--- src/rtl/bias_ctrl_pkg.sv ---
// Shared definitions for the bias cell startup controller: FSM encoding,
// trim code widths and trim reset values.
package bias_ctrl_pkg;

  localparam int TRIM_IBIAS_W = 5;
  localparam int TRIM_VBIAS_W = 4;

  localparam logic [TRIM_IBIAS_W-1:0] TRIM_IBIAS_DEF = 5'd16;
  localparam logic [TRIM_VBIAS_W-1:0] TRIM_VBIAS_DEF = 4'd8;

  typedef enum logic [2:0] {
    ST_OFF        = 3'd0,
    ST_STARTUP    = 3'd1,
    ST_SETTLE     = 3'd2,
    ST_WAIT_VALID = 3'd3,
    ST_READY      = 3'd4,
    ST_FAULT      = 3'd5
  } state_t;

  // States in which the bandgap is still coming up and trim must not move.
  function automatic logic is_settling(input state_t s);
    return (s == ST_STARTUP) || (s == ST_SETTLE) || (s == ST_WAIT_VALID);
  endfunction

endpackage

--- src/rtl/bias_valid_sync.sv ---
// Two-flop synchronizer bringing the bias cell's valid flag into the core clock.
module bias_valid_sync (
  input  logic clk,
  input  logic rst_n,
  input  logic d,
  output logic q
);

  logic meta_p0;
  logic sync_p1;

  // Capture the asynchronous level, then re-register it to resolve metastability.
  always_ff @(posedge clk or negedge rst_n) begin
    if (!rst_n) begin
      meta_p0 <= 1'b0;
      sync_p1 <= 1'b0;
    end else begin
      meta_p0 <= d;
      sync_p1 <= meta_p0;
    end
  end

  assign q = sync_p1;

endmodule

--- src/rtl/bias_startup_ctrl.sv ---
// Sequencer for the 1.8 V I/O bias cell: enables, startup pulse, settle wait,
// bounded wait for bandgap valid with retries, and trim application that is
// held off while the bias is settling. All cell-facing outputs are registered.
module bias_startup_ctrl
  import bias_ctrl_pkg::*;
#(
  parameter int unsigned STARTUP_CYCLES = 16,
  parameter int unsigned SETTLE_CYCLES  = 256,
  parameter int unsigned TIMEOUT_CYCLES = 1024,
  parameter int unsigned MAX_RETRY      = 3,
  parameter logic [TRIM_IBIAS_W-1:0] TRIM_IBIAS_RST = TRIM_IBIAS_DEF,
  parameter logic [TRIM_VBIAS_W-1:0] TRIM_VBIAS_RST = TRIM_VBIAS_DEF
) (
  input  logic                    CLK_I,
  input  logic                    RSTN_I,
  input  logic                    REQ_IBIAS_I,
  input  logic                    REQ_VBIAS_I,
  input  logic                    TRIM_LOAD_I,
  input  logic [TRIM_IBIAS_W-1:0] TRIM_IBIAS_I,
  input  logic [TRIM_VBIAS_W-1:0] TRIM_VBIAS_I,
  input  logic                    BG_VALID_I,
  output logic                    EN_IBIAS_O,
  output logic                    EN_VBIAS_O,
  output logic                    BG_STARTUP_O,
  output logic [TRIM_IBIAS_W-1:0] TRIM_IBIAS_O,
  output logic [TRIM_VBIAS_W-1:0] TRIM_VBIAS_O,
  output logic                    READY_O,
  output logic                    FAULT_O,
  output logic                    TRIM_PEND_O,
  output logic [2:0]              STATE_O
);

  localparam int unsigned MAX_A  = (STARTUP_CYCLES > SETTLE_CYCLES) ? STARTUP_CYCLES : SETTLE_CYCLES;
  localparam int unsigned MAX_C  = (MAX_A > TIMEOUT_CYCLES) ? MAX_A : TIMEOUT_CYCLES;
  localparam int          CNT_W  = $clog2(MAX_C) + 1;

  localparam logic [CNT_W-1:0] LD_STARTUP = CNT_W'(STARTUP_CYCLES - 1);
  localparam logic [CNT_W-1:0] LD_SETTLE  = CNT_W'(SETTLE_CYCLES - 1);
  localparam logic [CNT_W-1:0] LD_TIMEOUT = CNT_W'(TIMEOUT_CYCLES - 1);
  localparam logic [3:0]       RETRY_MAX  = 4'(MAX_RETRY);

  state_t           state, state_nxt;
  logic [CNT_W-1:0] cnt, cnt_nxt;
  logic [3:0]       retry, retry_nxt;
  logic             request;
  logic             valid_s;

  logic [TRIM_IBIAS_W-1:0] shadow_ibias;
  logic [TRIM_VBIAS_W-1:0] shadow_vbias;

  bias_valid_sync u_valid_sync (
    .clk   (CLK_I),
    .rst_n (RSTN_I),
    .d     (BG_VALID_I),
    .q     (valid_s)
  );

  assign request = REQ_IBIAS_I | REQ_VBIAS_I;
  assign STATE_O = state;

  // Next-state logic; request removal overrides every other transition.
  always_comb begin
    state_nxt = state;
    cnt_nxt   = (cnt == '0) ? '0 : cnt - CNT_W'(1);
    retry_nxt = retry;
    if (!request) begin
      state_nxt = ST_OFF;
      cnt_nxt   = '0;
      retry_nxt = '0;
    end else begin
      unique case (state)
        ST_OFF: begin
          state_nxt = ST_STARTUP;
          cnt_nxt   = LD_STARTUP;
          retry_nxt = '0;
        end
        ST_STARTUP: begin
          if (cnt == '0) begin
            state_nxt = ST_SETTLE;
            cnt_nxt   = LD_SETTLE;
          end
        end
        ST_SETTLE: begin
          if (cnt == '0) begin
            state_nxt = ST_WAIT_VALID;
            cnt_nxt   = LD_TIMEOUT;
          end
        end
        ST_WAIT_VALID: begin
          // Valid on the final timeout cycle still counts as success.
          if (valid_s) begin
            state_nxt = ST_READY;
            cnt_nxt   = '0;
          end else if (cnt == '0) begin
            if (retry < RETRY_MAX) begin
              state_nxt = ST_STARTUP;
              cnt_nxt   = LD_STARTUP;
              retry_nxt = retry + 4'd1;
            end else begin
              state_nxt = ST_FAULT;
              cnt_nxt   = '0;
            end
          end
        end
        ST_READY: begin
          if (!valid_s) state_nxt = ST_FAULT;
        end
        ST_FAULT: begin
          state_nxt = ST_FAULT;
        end
        default: begin
          state_nxt = ST_OFF;
          cnt_nxt   = '0;
          retry_nxt = '0;
        end
      endcase
    end
  end

  // State, counters and cell control outputs, registered from the next state.
  always_ff @(posedge CLK_I or negedge RSTN_I) begin
    if (!RSTN_I) begin
      state        <= ST_OFF;
      cnt          <= '0;
      retry        <= '0;
      EN_IBIAS_O   <= 1'b0;
      EN_VBIAS_O   <= 1'b0;
      BG_STARTUP_O <= 1'b0;
      READY_O      <= 1'b0;
      FAULT_O      <= 1'b0;
    end else begin
      state        <= state_nxt;
      cnt          <= cnt_nxt;
      retry        <= retry_nxt;
      EN_IBIAS_O   <= (state_nxt != ST_OFF) && REQ_IBIAS_I;
      EN_VBIAS_O   <= (state_nxt != ST_OFF) && REQ_VBIAS_I;
      BG_STARTUP_O <= (state_nxt == ST_STARTUP);
      READY_O      <= (state_nxt == ST_READY);
      FAULT_O      <= (state_nxt == ST_FAULT);
    end
  end

  // Trim shadow and outputs: loads go straight through in quiet states and
  // are parked while settling, then released when the sequence leaves settling.
  always_ff @(posedge CLK_I or negedge RSTN_I) begin
    if (!RSTN_I) begin
      shadow_ibias <= TRIM_IBIAS_RST;
      shadow_vbias <= TRIM_VBIAS_RST;
      TRIM_IBIAS_O <= TRIM_IBIAS_RST;
      TRIM_VBIAS_O <= TRIM_VBIAS_RST;
      TRIM_PEND_O  <= 1'b0;
    end else begin
      if (TRIM_LOAD_I) begin
        shadow_ibias <= TRIM_IBIAS_I;
        shadow_vbias <= TRIM_VBIAS_I;
      end
      if (is_settling(state)) begin
        if (!is_settling(state_nxt)) begin
          TRIM_IBIAS_O <= TRIM_LOAD_I ? TRIM_IBIAS_I : shadow_ibias;
          TRIM_VBIAS_O <= TRIM_LOAD_I ? TRIM_VBIAS_I : shadow_vbias;
          TRIM_PEND_O  <= 1'b0;
        end else if (TRIM_LOAD_I) begin
          TRIM_PEND_O  <= 1'b1;
        end
      end else if (TRIM_LOAD_I) begin
        TRIM_IBIAS_O <= TRIM_IBIAS_I;
        TRIM_VBIAS_O <= TRIM_VBIAS_I;
      end
    end
  end

endmodule

--- config.mk ---
export PLATFORM = sky130hd
export DESIGN_NAME = bias_startup_ctrl
export DESIGN_NICKNAME = d
export VERILOG_FILES = /design/src/rtl/bias_ctrl_pkg.sv /design/src/rtl/bias_valid_sync.sv /design/src/rtl/bias_startup_ctrl.sv
export SDC_FILE = /design/constraint.sdc
export NUM_CORES = 1
export LEC_CHECK = 0
export CAP_MARGIN = 30
export CORE_UTILIZATION = 35
export CTS_BUF_LIST = sky130_fd_sc_hd__clkbuf_4 sky130_fd_sc_hd__clkbuf_8 sky130_fd_sc_hd__clkbuf_16
export DETAILED_ROUTE_END_ITERATION = 16
export SYNTH_ARGS = -nofsm -noshare
export SYNTH_HDL_FRONTEND = slang
export SYNTH_SLANG_ARGS = --single-unit
--- constraint.sdc ---
create_clock -name CLK_I -period 4.3 [get_ports CLK_I]
set_input_delay 1.29 -clock CLK_I [delete_from_list [all_inputs] [get_ports CLK_I]]
set_output_delay 1.29 -clock CLK_I [all_outputs]
set_load 0.05 [all_outputs]
After elaboration in Yosys (flattened, before gate mapping)

Index checks and enable logic that the tools add are counted.

Register bits: 44
Input bits: 15
Output and inout port bits: 18
Logic and storage cells: 81

Add/subtract/negate cells: 2
Magnitude comparators: 1
Eq/ne operators: 16
Multiplexer cells: 31
Bitwise logic cells: 1
Reduce and logical (&&, ||, !) cells: 15

Operator list:

| operator                                                              | number |
|---|---|
| 11-bit two-way mux                                                    | 6 |
| 11-bit case mux with 5 select lines                                   | 1 |
| 4-bit two-way mux                                                     | 9 |
| 3-bit two-way mux                                                     | 7 |
| 5-bit two-way mux                                                     | 4 |
| 3-bit case mux with 6 select lines                                    | 1 |
| 3-bit by 2-bit == test with 1-bit output (second input constant)      | 4 |
| 3-bit == test (second input constant)                                 | 4 |
| 11-bit logical NOT                                                    | 1 |
| 11-bit by 1-bit subtractor with 11-bit output (second input constant) | 1 |
| 3-bit inequality test (second input constant)                         | 3 |
| 4-bit case mux with 2 select lines                                    | 1 |
| 3-bit by 1-bit == test with 1-bit output (second input constant)      | 2 |
| 2-bit inequality test (second input constant)                         | 3 |
| 4-bit by 1-bit adder with 4-bit output (second input constant)        | 1 |
| 1-bit logical OR                                                      | 4 |
| 4-bit by 2-bit < comparator with 1-bit output (second input constant) | 1 |
| 2-bit AND reduction                                                   | 2 |
| 4-bit AND reduction                                                   | 1 |
| 4-bit OR reduction                                                    | 1 |
| 3-bit logical NOT                                                     | 1 |
| 3-bit nonzero test                                                    | 1 |
| 1-bit logical AND                                                     | 2 |
| 1-bit two-way mux                                                     | 2 |
| other kinds (3)                                                       | 3 |

Logic depth before layout (Yosys ltp)

Depth in word-level cells: 11
Gate-level depth with buffers: 8

Cells and area by module

Synthesis repeated with hierarchy kept, for this count alone.

Cell total of the unflattened synthesis: 231
Area, all modules: 2288.4 µm²

By module, submodules not included:

| module            | times used | cells an instance | area an instance (µm²) | seq. area each (µm²) |
|---|---|---|---|---|
| bias_startup_ctrl | 1          | 229               | 2238.4                 | 1056.0 |
| bias_valid_sync   | 1          | 2                 | 50.0                   | 50.0 |

Worst setup path before layout

OpenSTA, ideal clock, no wires.

Kind: input to register
Start: input port REQ_IBIAS_I
End: register TRIM_IBIAS_O[0]
Library setup time: 0.124 ns
Data arrival time: 2.437 ns
Data required time: 4.176 ns
Setup slack: 1.739 ns
Cell stages on the path: 6
Cells stage by stage: or2_2 > buf_4 > and3_2 > o31ai_4 > o21ai_4 > a211o_1

Cells in the longest elaborated chain, start to end: 7

Ends and longest elaborated chain:

| what                                                                                                 | line                     | text |
|---|---|---|
| from (decl)                                                                                          | bias_startup_ctrl.sv:16  | `input logic REQ_IBIAS_I,` |
| 1-bit OR (*)                                                                                         | bias_startup_ctrl.sv:58  | `assign request = REQ_IBIAS_I \| REQ_VBIAS_I;` |
| 3-bit two-way mux (*)                                                                                | bias_startup_ctrl.sv:66  | `if (!request) begin` |
| 3-bit by 1-bit == test with 1-bit output or 3-bit by 2-bit == test with 1-bit output (tied branches) | bias_ctrl_pkg.sv:22      | `return (s == ST_STARTUP) \|\| (s == ST_SETTLE) \|\| (s == ST_WAIT_VALID);` |
| 1-bit logical OR                                                                                     | bias_ctrl_pkg.sv:22      |  |
| 1-bit logical OR (*)                                                                                 | bias_ctrl_pkg.sv:22      |  |
| 2-bit inequality test (no source line) (*)                                                           | n/a                      |  |
| 2-bit AND reduction (no source line) (*)                                                             | n/a                      |  |
| to (signal assigned)                                                                                 | bias_startup_ctrl.sv:159 | `TRIM_IBIAS_O <= TRIM_LOAD_I ? TRIM_IBIAS_I : shadow_ibias;` |
| to (decl)                                                                                            | bias_startup_ctrl.sv:25  | `output logic [TRIM_IBIAS_W-1:0] TRIM_IBIAS_O,` |

Mark *: on every way between the ends. The rest lies on a longest branch, timed or not.
A chain may end at the register's enable or synchronous reset.

Final worst setup path

Start: register state[1] (netlist: STATE_O[1])
End: output port STATE_O[1]

RTL lines:

| what                   | line                     | text |
|---|---|---|
| from (decl)            | bias_startup_ctrl.sv:42  | `state_t state, state_nxt;` |
| from (signal assigned) | bias_startup_ctrl.sv:132 | `state <= state_nxt;` |
| to (decl)              | bias_startup_ctrl.sv:30  | `output logic [2:0] STATE_O` |

No word-level cell between the ends.

==> flow_metrics.tcl <==
set metrics [dict create \
    globalplace.congestion 0.799 \
    synth_area_leaders "dfrtp_1 44%, nand2_1 5.4%, dfstp_2 4.6%, nor2_1 4.3%, a211o_1 3.8%" \
    grt_setup_unrepaired "false" \
    utilization_pct 44.2 \
    dp_slack_ps 1160 \
    netlist_instances 231 \
    period_share_pct 73.4 \
    p_per_area_nw_per_um2 673 \
    synth-seq-area-share_pct 48.3 \
    drt-initial-drc-count 80 \
    grt_pass1_vias 1854 \
    drt-total-wl_um 5010 \
    synth-seq-cells 44 \
    firstDrtPassIters 4 \
    ff2ff_setup_slack_ps 1820 \
    cp_max_fo 18 \
    cap_violations 0 \
    cts_buffers 5 \
    worstHoldPathType "register to register" \
    insertedDiodeCount 0 \
    cp_top_family "buffers and inverters" \
    insertion_delay_ps 300 \
    cts_hold_buf 0 \
    ios 33 \
    fillCellCount 616 \
    cp_slowest_cell "clkdlybuf4s50_1" \
    clock_sinks 44 \
    die_w_um 82.9 \
    ctsHtreeMaxLevel 2 \
    ir_drop_mv 0.332 \
    crit_chain "clkdlybuf4s50_1" \
    viasPerCell 5.51 \
    cp.arrival_ps 1870 \
    drcViolationCount 0 \
    grtUsageTotal_pct 15.6 \
    die_y_um 82.9 \
    required_ps 3010 \
    start_util_pct 36.2 \
    wl_per_cell_um 14.7 \
    fin_total_pwr_w 0.00188 \
    clkTransAtPathRegs_ps 80 \
    synth_top_flop_cell "dfrtp_1" \
    ant_nets 0 \
    syn_area_per_cell_um2 9.91 \
    fmax_mhz 317 \
    coreArea_um2 6310 \
    cts_tree "done" \
    critPathBufInv 1 \
    fin_ws_ps 1140 \
    cts_resized 0 \
    drive_gt1_share_pct 17.0 \
    slowest_delay_ps 900 \
    grt_antenna_before_repair 0 \
    period_minus_slack_ps 3160 \
    portBuffers 32 \
    synth_top_area_share_pct 43.7 \
    hpwlAfterDp_um 3530 \
    die_area_um2 6870 \
    fin_hold_ws_ps 351 \
    final_max_slew_viol_count 0 \
    vias 1878 \
    slew_headroom_pct 52.7 \
    num_rows 29 \
    synth_cell_types 53 \
    post-cts-setup-buffer-count 0 \
    grt_max_degree 25 \
    hold_viol 0 \
    synth_edf_count 0 \
    endpoint_kind "primary output" \
    yosysWarnings 0 \
    area_delta_synth_final_pct 21.9 \
    async_flop_share_pct 100 \
    setup_viol 0 \
    cts_buffer_depth 2 \
    grt_overflow 0 \
    fin_skew_ps 7.10 \
    startpoint_type "register" \
    syn-num-nets 248 \
    p_leak_nw 1.27 \
    root_buffer "clkbuf_8" \
    grt_pass1_wl_um 8800 \
    netlist_area_um2 2290 \
    final_nets 280 \
    setup_tns_ps 0 \
    status "completed" \
    critPathKind "register to primary output" \
    tightest_slew_ps 703 \
    synth_top_area_cell "dfrtp_1" \
]
[cells in the mapped netlist (3+ instances only)]
cell,instances
nor4_1,4
nor2_1,26
clkbuf_1,4
nor3_1,4
nand4_1,4
a211oi_1,3
a31oi_1,3
dfrtp_1,40
o22ai_1,3
and2b_2,9
dfstp_2,4
nand3_1,5
a21oi_1,14
o21ai_0,5
xor2_1,3
or2b_2,9
inv_1,5
a211o_1,10
nand2_1,33
[cell families (layout without fill, tap and decap cells)]
family	count (synthesis)	in the layout	share of synthesized area, %
compound gates	55	55	18.0
xor+xnor	5	5	1.91
fa+ha+maj	2	2	1.09
buf+inv	13	46	3.01
flops	44	44	48.3
simple gates	112	112	27.7
[flip-flops by register name (all words and copies together) (netlist names)]
name                  count
cnt                      11
TRIM_IBIAS_O              5
shadow_ibias              5
TRIM_VBIAS_O              4
retry                     4
shadow_vbias              4
STATE_O                   3
BG_STARTUP_O              1
EN_IBIAS_O                1
EN_VBIAS_O                1
FAULT_O                   1
READY_O                   1
TRIM_PEND_O               1
u_valid_sync.meta_p0      1
u_valid_sync.q            1
[cells in the final DEF (no fill, tap or decap), types with 3 or more instances in the layout]
| master | n |
|---|---|
| clkdlybuf4s50_1 | 31 |
| inv_1 | 5 |
| nand2_1 | 33 |
| nor4_1 | 4 |
| a211o_1 | 10 |
| dfrtp_1 | 40 |
| o22ai_1 | 3 |
| a31oi_1 | 3 |
| nand4_1 | 4 |
| xor2_1 | 3 |
| clkbuf_8 | 5 |
| nor2_1 | 26 |
| and2b_2 | 9 |
| a211oi_1 | 3 |
| or2b_2 | 9 |
| dfstp_2 | 4 |
| nor3_1 | 4 |
| o21ai_0 | 5 |
| a21oi_1 | 14 |
| nand3_1 | 5 |
[routing by layer]
metal / global-route usage [%] / part of all wire [%] / up-vias
li1: - / - / 888
met1: 20.9 / 47 / 929
met2: 24.6 / 47 / 57
met3: 4.37 / 5.4 / 4
met4: 4.39 / 0.56 / 0
met5: 0 / 0 / -
[power breakdown]
| group | internal (W) | total, W | switching [W] |
|---|---|---|---|
| clock | 0.000179 | 0.000314 | 0.000135 |
| sequential | 0.000532 | 0.000651 | 0.000119 |
| combinational | 0.000349 | 0.000911 | 0.000562 |
| total | 0.00106 | 0.00188 | 0.000816 |
[through the flow]
| step | std cells | area [um2] |
|---|---|---|
| floorplan | 231 | 2290 |
| global placement | 332 | 2650 |
| detailed placement | 333 | 2680 |
| CTS | 341 | 2790 |
| global route | 341 | 2790 |
| finish | 341 | 2790 |
[final cells by class]
class / count / area, um2 / area share [%]
clock buffer: 6 / 76.3 / 2.74
clock inverter: 2 / 35.0 / 1.26
inverter: 5 / 18.8 / 0.673
multi-input combinational: 174 / 1110 / 39.9
sequential: 44 / 1110 / 39.7
tap: 77 / 96.3 / 3.45
timing repair buffer: 33 / 343 / 12.3
[path summary, 6_finish.rpt]
path	start	end	cells past startpoint
min	u_valid_sync.meta_p0	u_valid_sync.q	0
max in group asynchronous	RSTN_I	cnt[6]	2
max reg2reg	cnt[0]	TRIM_VBIAS_O[1]	7
max	STATE_O[1]	STATE_O[1]	1
min reg2reg	u_valid_sync.meta_p0	u_valid_sync.q	0
min in group asynchronous	RSTN_I	shadow_vbias[0]	1
Note: power is estimated with default switching activity, not from simulation.
